`src/rtl/wb_stream_sched_pkg.sv`:
```
// Shared types and constants for the Wishbone stream writer scheduler.
// Register map, CSR command values, FSM states and the descriptor bundle.
package wb_stream_sched_pkg;

  localparam logic [7:0] REG_CSR        = 8'h00;
  localparam logic [7:0] REG_START_ADDR = 8'h04;
  localparam logic [7:0] REG_BUF_SIZE   = 8'h08;
  localparam logic [7:0] REG_BURST_SIZE = 8'h0C;

  localparam logic [31:0] CSR_ENABLE  = 32'd1;
  localparam logic [31:0] CSR_IRQ_CLR = 32'd2;
  localparam logic [31:0] CSR_DISABLE = 32'd0;

  typedef enum logic [3:0] {
    ST_IDLE,
    ST_CHECK,
    ST_WR_START,
    ST_WR_SIZE,
    ST_WR_BURST,
    ST_WR_EN,
    ST_WAIT_IRQ,
    ST_WR_CLR,
    ST_WR_DIS,
    ST_RETIRE
  } sched_state_e;

  typedef struct packed {
    logic [31:0] start;
    logic [31:0] size;
    logic [7:0]  burst;
  } desc_t;

  // A descriptor is usable when it moves a whole number of bursts.
  function automatic logic desc_ok(desc_t d);
    logic [31:0] unit;
    unit = {22'd0, d.burst, 2'b00};
    return (d.size != 32'd0) && (d.burst >= 8'd2) &&
           ((d.size % unit) == 32'd0);
  endfunction

endpackage

```
`src/rtl/sched_desc_fifo.sv`:
```
// Descriptor queue for the stream writer scheduler.
// Synchronous FIFO, async active-low reset, full/empty/count.
module sched_desc_fifo
  import wb_stream_sched_pkg::*;
#(
  parameter int AW = 2
) (
  input  logic        clk,
  input  logic        rst,
  input  logic        push_i,
  input  desc_t       din_i,
  input  logic        pop_i,
  output desc_t       dout_o,
  output logic        full_o,
  output logic        empty_o,
  output logic [AW:0] count_o
);

  localparam int DEPTH = 1 << AW;

  desc_t         mem_q [DEPTH];
  logic [AW-1:0] wr_q, wr_d;
  logic [AW-1:0] rd_q, rd_d;
  logic [AW:0]   cnt_q, cnt_d;
  logic          do_push;
  logic          do_pop;

  assign full_o  = (cnt_q == (AW+1)'(DEPTH));
  assign empty_o = (cnt_q == '0);
  assign count_o = cnt_q;
  assign dout_o  = mem_q[rd_q];

  assign do_push = push_i && !full_o;
  assign do_pop  = pop_i && !empty_o;

  // Pointer and occupancy update.
  always_comb begin
    wr_d  = wr_q;
    rd_d  = rd_q;
    cnt_d = cnt_q + {{AW{1'b0}}, do_push}
                  - {{AW{1'b0}}, do_pop};
    if (do_push) wr_d = wr_q + AW'(1);
    if (do_pop)  rd_d = rd_q + AW'(1);
  end

  // Pointer and count registers.
  always_ff @(posedge clk or negedge rst) begin
    if (!rst) begin
      wr_q  <= '0;
      rd_q  <= '0;
      cnt_q <= '0;
    end else begin
      wr_q  <= wr_d;
      rd_q  <= rd_d;
      cnt_q <= cnt_d;
    end
  end

  // Descriptor storage, written on accepted push.
  always_ff @(posedge clk) begin
    if (do_push) mem_q[wr_q] <= din_i;
  end

endmodule

```
`src/rtl/wb_stream_writer_sched.sv`:
```
// Descriptor scheduler driving the stream writer's Wishbone config port.
// Optional irq watchdog: define STREAM_SCHED_TIMEOUT_EN.
module wb_stream_writer_sched
  import wb_stream_sched_pkg::*;
#(
  parameter int DESC_AW = 2,
  parameter int WB_AW   = 32,
  parameter int WB_DW   = 32,
  parameter int TIMEOUT = 65535
) (
  input  logic               clk,
  input  logic               rst,
  input  logic [31:0]        desc_start_i,
  input  logic [31:0]        desc_size_i,
  input  logic [7:0]         desc_burst_i,
  input  logic               desc_valid_i,
  output logic               desc_ready_o,
  output logic [WB_AW-1:0]   wbm_adr_o,
  output logic [WB_DW-1:0]   wbm_dat_o,
  output logic [WB_DW/8-1:0] wbm_sel_o,
  output logic               wbm_we_o,
  output logic               wbm_cyc_o,
  output logic               wbm_stb_o,
  output logic [2:0]         wbm_cti_o,
  output logic [1:0]         wbm_bte_o,
  input  logic [WB_DW-1:0]   wbm_dat_i,
  input  logic               wbm_ack_i,
  input  logic               wbm_err_i,
  input  logic               wbm_rty_i,
  input  logic               irq_i,
  output logic               busy_o,
  output logic               done_o,
  output logic               err_o,
  output logic [DESC_AW:0]   pending_o
);

  sched_state_e state_q, state_d;
  logic         gap_q, gap_d;
  logic         fail_q, fail_d;
  logic         pop;
  logic         fifo_full;
  logic         fifo_empty;
  desc_t        head;
  desc_t        push_desc;
  logic         wr_state;
  logic [7:0]   reg_adr;
  logic [31:0]  reg_dat;
  logic         unused_dat;

  assign unused_dat = ^wbm_dat_i;

`ifdef STREAM_SCHED_TIMEOUT_EN
  localparam int TW = $clog2(TIMEOUT + 1);
  localparam logic [TW-1:0] TMO_LAST = TW'(TIMEOUT - 1);
  logic [TW-1:0] tmo_q, tmo_d;
`else
  localparam int unsigned unused_timeout = TIMEOUT;
`endif

  assign push_desc = '{start: desc_start_i,
                       size:  desc_size_i,
                       burst: desc_burst_i};

  sched_desc_fifo #(.AW(DESC_AW)) u_fifo (
    .clk     (clk),
    .rst     (rst),
    .push_i  (desc_valid_i && desc_ready_o),
    .din_i   (push_desc),
    .pop_i   (pop),
    .dout_o  (head),
    .full_o  (fifo_full),
    .empty_o (fifo_empty),
    .count_o (pending_o)
  );

  assign desc_ready_o = !fifo_full;
  assign busy_o       = (state_q != ST_IDLE) || !fifo_empty;
  assign done_o       = (state_q == ST_RETIRE);
  assign err_o        = done_o && fail_q;

  // Register address/data presented by each write state.
  always_comb begin
    wr_state = 1'b1;
    reg_adr  = REG_CSR;
    reg_dat  = CSR_DISABLE;
    unique case (state_q)
      ST_WR_START: begin
        reg_adr = REG_START_ADDR;
        reg_dat = head.start;
      end
      ST_WR_SIZE: begin
        reg_adr = REG_BUF_SIZE;
        reg_dat = head.size;
      end
      ST_WR_BURST: begin
        reg_adr = REG_BURST_SIZE;
        reg_dat = {24'd0, head.burst};
      end
      ST_WR_EN:  reg_dat = CSR_ENABLE;
      ST_WR_CLR: reg_dat = CSR_IRQ_CLR;
      ST_WR_DIS: reg_dat = CSR_DISABLE;
      default:   wr_state = 1'b0;
    endcase
  end

  assign wbm_cyc_o = wr_state && !gap_q;
  assign wbm_stb_o = wbm_cyc_o;
  assign wbm_we_o  = wbm_cyc_o;
  assign wbm_adr_o = WB_AW'(reg_adr);
  assign wbm_dat_o = WB_DW'(reg_dat);
  assign wbm_sel_o = '1;
  assign wbm_cti_o = 3'b111;
  assign wbm_bte_o = 2'b00;

  // Sequencing: check, program, wait for irq, clear, retire.
  always_comb begin
    state_d = state_q;
    gap_d   = 1'b0;
    fail_d  = fail_q;
    pop     = 1'b0;
`ifdef STREAM_SCHED_TIMEOUT_EN
    tmo_d   = '0;
`endif
    unique case (state_q)
      ST_IDLE: begin
        fail_d = 1'b0;
        if (!fifo_empty) state_d = ST_CHECK;
      end
      ST_CHECK: begin
        if (desc_ok(head)) begin
          state_d = ST_WR_START;
        end else begin
          fail_d  = 1'b1;
          state_d = ST_RETIRE;
        end
      end
      ST_WAIT_IRQ: begin
        if (irq_i) begin
          state_d = ST_WR_CLR;
`ifdef STREAM_SCHED_TIMEOUT_EN
        end else if (tmo_q == TMO_LAST) begin
          state_d = ST_WR_DIS;
        end else begin
          tmo_d = tmo_q + TW'(1);
`endif
        end
      end
      ST_RETIRE: begin
        pop     = 1'b1;
        state_d = ST_IDLE;
      end
      default: begin
        if (!gap_q) begin
          if (wbm_err_i) begin
            fail_d  = 1'b1;
            state_d = ST_RETIRE;
          end else if (wbm_ack_i) begin
            gap_d = 1'b1;
            unique case (state_q)
              ST_WR_START: state_d = ST_WR_SIZE;
              ST_WR_SIZE:  state_d = ST_WR_BURST;
              ST_WR_BURST: state_d = ST_WR_EN;
              ST_WR_EN:    state_d = ST_WAIT_IRQ;
              ST_WR_DIS: begin
                fail_d  = 1'b1;
                state_d = ST_RETIRE;
              end
              default:     state_d = ST_RETIRE;
            endcase
          end else if (wbm_rty_i) begin
            gap_d = 1'b1;
          end
        end
      end
    endcase
  end

  // FSM state and bus-phase registers.
  always_ff @(posedge clk or negedge rst) begin
    if (!rst) begin
      state_q <= ST_IDLE;
      gap_q   <= 1'b0;
      fail_q  <= 1'b0;
    end else begin
      state_q <= state_d;
      gap_q   <= gap_d;
      fail_q  <= fail_d;
    end
  end

`ifdef STREAM_SCHED_TIMEOUT_EN
  // Watchdog counter, live only in WAIT_IRQ.
  always_ff @(posedge clk or negedge rst) begin
    if (!rst) tmo_q <= '0;
    else      tmo_q <= tmo_d;
  end
`endif

endmodule

```
`config.mk`:
```
export PLATFORM = sky130hd
export DESIGN_NAME = wb_stream_writer_sched
export DESIGN_NICKNAME = d
export VERILOG_FILES = /design/src/rtl/wb_stream_sched_pkg.sv /design/src/rtl/sched_desc_fifo.sv /design/src/rtl/wb_stream_writer_sched.sv
export SDC_FILE = /design/constraint.sdc
export NUM_CORES = 1
export LEC_CHECK = 0
export CAP_MARGIN = 20
export CELL_PAD_IN_SITES_DETAIL_PLACEMENT = 2
export CELL_PAD_IN_SITES_GLOBAL_PLACEMENT = 2
export CORE_ASPECT_RATIO = 0.7
export CORE_MARGIN = 2
export CORE_UTILIZATION = 42
export CTS_BUF_LIST = sky130_fd_sc_hd__clkbuf_16
export DETAILED_ROUTE_END_ITERATION = 7
export GPL_TIMING_DRIVEN = 0
export PLACE_DENSITY = 0.95
export SETUP_SLACK_MARGIN = 0.1
export SYNTH_ARGS = -nofsm -noshare
export SYNTH_HDL_FRONTEND = slang
export SYNTH_SLANG_ARGS = --single-unit
```
`constraint.sdc`:
```
create_clock -name clk -period 198.6 [get_ports clk]
set_clock_uncertainty 0.2 [all_clocks]
set_input_delay 59.58 -clock clk [delete_from_list [all_inputs] [get_ports clk]]
set_output_delay 59.58 -clock clk [all_outputs]
set_load 0.02 [all_outputs]
```
==> summary.md, run 1 <==
| Metric | Value |
|---|---|
| Post-synth EDFFs | 288 |
| Post_cts resized | 0 |
| Status | aborted with a tool error |
| Number of post-CTS setup repair buffers | 0 |
| Root Driver | clkbuf_16 |
| Post-Place Setup Slack | 97,070 ps |
| Initial antenna violation count | 56 |
| Total gr overflow | 56 |
| Top cell type's share of synthesized area | 29.7% |
| Tool Error | [ERROR GRT-0232] Routing congestion too high. Check the congestion heatmap in the GUI. |
| I/O pin count | 194 |
| Synth Register Bits | 301 |
| Asr flop ratio synth | 4.32% |
| Post-DP HPWL | 110,000 µm |
| Starting Density | 42.6% |
| Count of cell types in the netlist | 135 |
| Sink Count | 301 |
| Row cnt | 80 |
| # H-tree levels | 2 |
| Clk buf depth | 3 |
| Synthesized cell area | 29,100 µm² |
| GR Util All Layers | 76.9% |
| Number of port buffers | 122 |
| Primary FF master, synth | edfxtp_1 |
| Post-synthesis sequential area ratio | 30.8% |
| Failing step | global routing (5_1_grt) |
| Mapped Cells | 3,093 |
| Die Ht | 224 µm |
| Largest net degree at the start of global routing | 45 |
| Chip Width | 319 µm |
| Top post-synthesis cells by area | edfxtp_1 30%, ha_1 9.4%, mux4_2 5.6% |
| Hold-fix buffers at CTS | 0 |
| Gpl congestion | 0.884 |
| Syn_area_per_cell | 9.41 µm² |
| CTS Buf Count | 34 |
| Syn. warnings | 0 |
| Area leader, netlist | edfxtp_1 |
-- Yosys cell counts (47+ instances only) --
library cell	count
nor2_1	290
edfxtp_1	288
ha_1	218
nand2_1	217
nor3_1	176
a21oi_1	166
o21a_1	136
o21ai_0	112
nand3_1	93
xnor2_1	80
inv_1	78
mux4_2	72
o31ai_1	64
a21o_1	53
mux2_2	50
clkbuf_1	48
a31oi_1	47
-- stage by stage --
step / std cells / hold WS [ps] / instance area, µm²
3_3_place_gp: 4154 / 271 / 31600
3_5_place_dp: 4166 / 378 / 31900
4_1_cts: 4228 / 403 / 33000
2_1_floorplan: 3130 / 255 / 29200
-- per-layer routing --
metal | global-route usage (%) | overflow
met1 | 75.4 | 9
met2 | 87.6 | 22
met3 | 70.5 | 2
met4 | 72.2 | 22
met5 | 61.7 | 1
-- cells by family after synthesis --
kind of cell               after synthesis  synth area share (%)
xor gates and xnor gates               128                  3.90
and+or+nand+nor                       1166                  21.1
adders and majority gates              219                  9.44
buffers and inverters                  201                  3.30
DFF                                    301                  30.8
other                                    2                0.0258
AOI/OAI and AO/OA                      910                  22.3
muxes                                  166                  9.07
==> run 2: changes to the inputs <==
==> config.mk (replaced) <==
export PLATFORM = sky130hd
export DESIGN_NAME = wb_stream_writer_sched
export DESIGN_NICKNAME = d
export VERILOG_FILES = /design/src/rtl/wb_stream_sched_pkg.sv /design/src/rtl/sched_desc_fifo.sv /design/src/rtl/wb_stream_writer_sched.sv
export SDC_FILE = /design/constraint.sdc
export NUM_CORES = 1
export LEC_CHECK = 0
export CAP_MARGIN = 20
export CORE_MARGIN = 2
export CORE_UTILIZATION = 40
export DETAILED_ROUTE_END_ITERATION = 7
export GPL_TIMING_DRIVEN = 0
export PLACE_DENSITY_LB_ADDON = 0.15
export SYNTH_ARGS = -nofsm -noshare
export SYNTH_HDL_FRONTEND = slang
export SYNTH_SLANG_ARGS = --single-unit
==> summary.md, run 2 <==
| Metric | Value |
|---|---|
| I/O pin count | 194 (unchanged) |
| Hold path start | gap_q$_DFF_PN0_ |
| Count of cell types in the netlist | 135 (unchanged) |
| Synth Register Bits | 301 (unchanged) |
| Total number of vias | 25,500 |
| Setup slack on the worst flop-to-flop path | 106,240 ps |
| MaxCap Viol Count | 0 |
| Drt drc | 0 |
| First-pass GRT wire length | 135,000 µm |
| Clk slew on worst S/H paths | 70 ps |
| Worst hold path class | flop to flop |
| Met2 usage in global routing | 37.2% |
| Mapped Cells | 3,093 (unchanged) |
| Syn. warnings | 0 (unchanged) |
| Die Ht | 274 µm (was 224 µm) |
| Slew headroom | 26.1% |
| Cell with the most instances after synthesis | nor2_1 (unchanged) |
| Vias in the first global route | 24,700 |
| # H-tree levels | 1 (was 2) |
| Max FO, Critical Path | 13 |
| Post_cts resized | 0 (unchanged) |
| Fin. max-slew vios | 0 |
| Skew-Pair Late Insertion Delay | 550 ps |
| Fin Setup TNS | 0 ps |
| Row cnt | 98 (was 80) |
| Asr flop ratio synth | 4.32% (unchanged) |
| Top post-synthesis cells by area | edfxtp_1 30%, ha_1 9.4%, mux4_2 5.6% (unchanged) |
| Top cell type's share of synthesized area | 29.7% (unchanged) |
| Post-synth EDFFs | 288 (unchanged) |
| Slowest cell on crit path | nor4_1 |
| Area leader, netlist | edfxtp_1 (unchanged) |
| Root Driver | clkbuf_16 (unchanged) |
| TritonCTS clock tree | yes |
| Peak Freq | 10.8 MHz |
| Routing usage on met3 | 2.09% |
| Core Region | 71,700 µm² |
| Post-layout min period | 92,360 ps |
| Crit end category | flop |
| Largest register by flop count | u_fifo.mem_q |
| Area grow syn2layout | 13.4% |
| Post-DP HPWL | 67,300 µm (was 110,000 µm) |
| CP Launch Type | flop |
| Chip Width | 274 µm (was 319 µm) |
| CTS Buf Count | 27 (was 34) |
| Total gr overflow | 0 |
| Largest net degree at the start of global routing | 54 |
| RSZ-0062 raised after global routing | false |
| Starting Density | 40.6% (was 42.6%) |
| Sink Count | 301 (unchanged) |
| Top cell by count, worst path | o21a_1 |
| Final Hold Fails | 0 |
| Synthesized cell area | 29,100 µm² (unchanged) |
| CP Data Arrival Time | 92,590 ps |
| DRT iter0 DRCs | 2,002 |
| Status | finished clean (was aborted with a tool error) |
| Worst path required time | 198,830 ps |
| Antenna violation net count after detailed routing | 0 |
| Most frequent cells in the layout | 290 x nor2_1, 288 x edfxtp_1, 218 x ha_1, 217 x nand2_1, 176 x nor3_1 |
| GR Util met1 | 31.0% |
| Nets | 3,630 |
| Most common cell after layout, fill and taps aside | nor2_1 |
| Worst flop-to-flop path startpoint | u_fifo.rd_q[1]$_DFFE_PN0P_ |
| GR Util All Layers | 22.2% |
| Primary FF master, synth | edfxtp_1 (unchanged) |
| Via density | 5.98 |
| Wirelength per Cell | 19.9 µm |
| Largest register FFs | 288 |
| Slew @ Worst Pin | 1100 ps |
| Fin crit share | 46.5% |
| Critical path type | flop to flop |
| Number of post-CTS setup repair buffers | 0 (unchanged) |
| Gpl congestion | 0.874 (was 0.884) |
| Initial antenna violation count | 6 |
| Grt peak-use layer | met2 |
| Hold-fix buffers at CTS | 0 (unchanged) |
| First-pass DRT Iterations | 5 |
| Routed wire length | 84,800 µm |
| DIE AREA | 74,900 µm² |
| Syn_area_per_cell | 9.41 µm² (unchanged) |
| Worst R2R End | fail_q$_DFFE_PN0P_ |
| Final setup viols | 0 |
| Hold Crit Endpoint | gap_q$_DFF_PN0_ |
| Hold Path Cell Cnt | 1 |
| Clk buf depth | 3 (unchanged) |
| Crit-path max cell delay | 830 ps |
| Post-synthesis sequential area ratio | 30.8% (unchanged) |
| Commonest cells in the netlist | 290 x nor2_1, 288 x edfxtp_1, 218 x ha_1 (unchanged) |
| Number of port buffers | 122 (unchanged) |
| Layout cells sized above 1 | 11.6% |
| Number of diodes | 0 |
| R2r worst-path depth | 381 |
run 2: kinds of logic after synthesis:
group,synth area share (%)
other,0.0258
buffers and inverters,3.30
flip-flops,30.8
multiplexers,9.07
adder cells (fa/ha/maj),9.44
AO/OA/AOI/OAI,22.3
AND/OR/NAND/NOR,21.1
XOR/XNOR,3.90
run 2: how the worst max path moves through the flow:
| stage | slack [ps] | to | cells after the start | from |
|---|---|---|---|---|
| floorplan | 122770 | fail_q$_DFFE_PN0P_ | 384 | u_fifo.rd_q[0]$_DFFE_PN0P_ |
| global placement | 107440 | fail_q$_DFFE_PN0P_ | 376 | u_fifo.rd_q[1]$_DFFE_PN0P_ |
| detailed placement | 106910 | fail_q$_DFFE_PN0P_ | 377 | u_fifo.rd_q[1]$_DFFE_PN0P_ |
| CTS | 106410 | fail_q$_DFFE_PN0P_ | 376 | u_fifo.rd_q[1]$_DFFE_PN0P_ |
| global route | 98170 | fail_q$_DFFE_PN0P_ | 390 | u_fifo.rd_q[1]$_DFFE_PN0P_ |
| finish | 106240 | fail_q$_DFFE_PN0P_ | 381 | u_fifo.rd_q[1]$_DFFE_PN0P_ |
run 2: metrics by stage:
step / utilization (%) / cell area [µm²] / hold WS [ps] / setup WS [ps] / cells
floorplan: - / 29200 / 255 / 122770 / 3130
global placement: 44.1 / 31700 / 284 / 107440 / 4202
detailed placement: 44.7 / 32100 / 286 / 106910 / 4219
CTS: 46.0 / 33000 / 296 / 106410 / 4268
global route: 46.0 / 33000 / 323 / 98170 / 4270
finish: 46.0 / 33000 / 298 / 106240 / 4270
run 2: critical path, delay by kind of cell, from the launching register on:
family	cells	cell delay [ps]
compound gates	193	43680
flops	1	320
fa+ha+maj	30	9030
simple gates	102	24310
buf+inv	48	11840
mux	8	2640
run 2: area by class of cell:
class                   instances  area, µm²
repair buffers                141       1610
flip-flops and latches        301       8970
clock inverters                18        239
multi-input cells            2628      19300
inverters                      79        297
plain buffers                 122        663
clock buffers                  31        691
well taps                     950       1190
fillers                      6832      38700
run 2: routing by layer:
layer	vias up	wire length (µm)
li1	12500	-
met1	12300	40400
met2	637	39000
met3	92	3740
met4	6	1670
met5	-	43
Power of run 2 is not shown: default switching activity piles up to over one toggle a cycle in this logic, so the estimate is an artifact.
==> run 3: changes to the inputs <==
==> constraint.sdc (replaced) <==
create_clock -name clk -period 89.7 [get_ports clk]
set_clock_uncertainty 0.2 [all_clocks]
set_input_delay 26.91 -clock clk [delete_from_list [all_inputs] [get_ports clk]]
set_output_delay 26.91 -clock clk [all_outputs]
set_load 0.02 [all_outputs]
==> summary.md, run 3 (same netlist as run 2, synthesis figures left out) <==
| Metric | Value |
|---|---|
| Worst flop-to-flop path startpoint | u_fifo.rd_q[1]$_DFFE_PN0P_ (unchanged) |
| Sink Count | 301 (unchanged) |
| Hold path start | gap_q$_DFF_PN0_ (unchanged) |
| Initial antenna violation count | 6 (unchanged) |
| Root Driver | clkbuf_16 (unchanged) |
| Critical path type | flop to flop (unchanged) |
| Fin util | 46.7% (was 46.0%) |
| Design area | 33,500 µm² (was 33,000 µm²) |
| Via density | 5.99 (was 5.98) |
| I/O pin count | 194 (unchanged) |
| Total number of vias | 25,700 (was 25,500) |
| Max FO, Critical Path | 19 (was 13) |
| Vias in the first global route | 24,700 (about the same) |
| Placed Area | 32,100 µm² (unchanged) |
| Drt drc | 0 (unchanged) |
| CP Data Arrival Time | 83,110 ps (was 92,590 ps) |
| Met2 usage in global routing | 37.3% (was 37.2%) |
| R2r worst-path depth | 393 (was 381) |
| First-pass GRT wire length | 135,000 µm (about the same) |
| Routing usage on met3 | 2.09% (unchanged) |
| Hold-fix buffers at CTS | 0 (unchanged) |
| Starting Density | 40.6% (unchanged) |
| Most common cell after layout, fill and taps aside | edfxtp_1 (was nor2_1) |
| Critical path launch point | u_fifo.rd_q[1]$_DFFE_PN0P_ (unchanged) |
| Layout cells sized above 1 | 14.1% (was 11.6%) |
| GR Util All Layers | 22.2% (about the same) |
| Largest register by flop count | u_fifo.mem_q (unchanged) |
| Nets | 3,651 (was 3,630) |
| Worst path required time | 89,930 ps (was 198,830 ps) |
| Number of port buffers | 122 (unchanged) |
| DRT iter0 DRCs | 1,887 (was 2,002) |
| Hold WS | 298 ps (about the same) |
| Crit end category | flop (unchanged) |
| Post-layout min period | 82,880 ps (was 92,360 ps) |
| Worst setup path endpoint | fail_q$_DFFE_PN0P_ (unchanged) |
| Post-Place Setup Slack | -1990 ps (was 106,910 ps) |
| MaxCap Viol Count | 0 (unchanged) |
| Most frequent cells in the layout | 288 x edfxtp_1, 285 x nor2_1, 218 x ha_1, 213 x nand2_1, 173 x nor3_1 (was 290 x nor2_1, 288 x edfxtp_1, 218 x ha_1, 217 x nand2_1, 176 x nor3_1) |
| Worst hold path class | flop to flop (unchanged) |
| Crit-path max cell delay | 660 ps (was 830 ps) |
| Slowest cell on crit path | dfrtp_1 (was nor4_1) |
| Slew @ Worst Pin | 1150 ps (was 1100 ps) |
| TritonCTS clock tree | yes (unchanged) |
| Core Region | 71,700 µm² (unchanged) |
| Grt peak-use layer | met2 (unchanged) |
| CTS Buf Count | 27 (unchanged) |
| # H-tree levels | 1 (unchanged) |
| Final setup viols | 0 (unchanged) |
| Setup slack on the worst flop-to-flop path | 6820 ps (was 106,240 ps) |
| Antenna violation net count after detailed routing | 0 (unchanged) |
| CP Launch Type | flop (unchanged) |
| Row cnt | 98 (unchanged) |
| Chip Width | 274 µm (unchanged) |
| Area grow syn2layout | 15.0% (was 13.4%) |
| Clk buf depth | 3 (unchanged) |
| Peak Freq | 12.1 MHz (was 10.8 MHz) |
| Post-DP HPWL | 67,300 µm (unchanged) |
| Top cell by count, worst path | o21a_1 (unchanged) |
| Fin. max-slew vios | 0 (unchanged) |
| Wirelength per Cell | 19.8 µm (was 19.9 µm) |
| Largest net degree at the start of global routing | 54 (unchanged) |
| Slew headroom | 23.1% (was 26.1%) |
| Die Ht | 274 µm (unchanged) |
| Worst R2R End | fail_q$_DFFE_PN0P_ (unchanged) |
| GR Util met1 | 31.1% (was 31.0%) |
| Clk slew on worst S/H paths | 70 ps (about the same) |
| Status | finished clean (unchanged) |
| Skew-Pair Late Insertion Delay | 550 ps (about the same) |
| Gpl congestion | 0.874 (unchanged) |
| Largest register FFs | 288 (unchanged) |
| Total gr overflow | 0 (unchanged) |
| DIE AREA | 74,900 µm² (unchanged) |
| Post-route setup slack | 6820 ps (was 106,240 ps) |
| First-pass DRT Iterations | 5 (unchanged) |
| Fin crit share | 92.4% (was 46.5%) |
| Routed wire length | 85,000 µm (was 84,800 µm) |
| Final Hold Fails | 0 (unchanged) |
[run 3: cell count changes in the layout (fill, tap and decap cells not counted), sizes merged]
cell,delta
clkbuf,-4
diode,+1
clkinvlp,+1
buf,+25
inv,-1
[run 3: worst min path at each step]
| stage | to | slack [ps] | cells after the start |
|---|---|---|---|
| floorplan | gap_q$_DFF_PN0_ | 250 | 1 |
| global placement | gap_q$_DFF_PN0_ | 280 | 1 |
| detailed placement | gap_q$_DFF_PN0_ | 290 | 1 |
| CTS | gap_q$_DFF_PN0_ | 300 | 1 |
| global route | gap_q$_DFF_PN0_ | 320 | 1 |
| finish | gap_q$_DFF_PN0_ | 300 | 1 |
[run 3: stage by stage]
step	std cells	TNS, ps
4_1_cts	4267	0
3_5_place_dp	4219	-7470
5_1_grt	4291	-155
6_report	4292	0
2_1_floorplan	3130	0
3_3_place_gp	4202	-5350
[run 3: per-layer routing]
| metal | part of all wire, % | vias to the layer above | wire length, µm |
|---|---|---|---|
| met5 | 0.051 | - | 43 |
| met4 | 1.9 | 6 | 1620 |
| li1 | - | 12500 | - |
| met1 | 47 | 12400 | 40200 |
| met3 | 4.9 | 101 | 4160 |
| met2 | 46 | 646 | 39100 |
[run 3: worst max-delay path, delay by kind of cell (launching register included)]
kind / cells / cell delay (ps)
AO/OA/AOI/OAI: 194 / 38860
AND/OR/NAND/NOR: 111 / 22360
buffers and inverters: 50 / 9350
adder cells (fa/ha/maj): 30 / 8940
multiplexers: 8 / 2200
flip-flops: 1 / 660
[run 3: cell type report]
type / instances / area, µm²
Sequential cell: 301 / 8970
Tap cell: 950 / 1190
Timing Repair Buffer: 165 / 1800
Inverter: 79 / 300
Buffer: 119 / 688
Multi-Input combinational cell: 2628 / 19600
Clock buffer: 31 / 691
Clock inverter: 18 / 239
Fill cell: 6785 / 38300
Antenna cell: 1 / 2.50
[run 3: timing repair]
action	CTS	global route
setup endpoints to repair	4	4
buffers inserted	0	26
pin swaps	0	11
gates resized for setup	15	88
gates cloned	0	0
Power of run 3 is left out for the same reason.
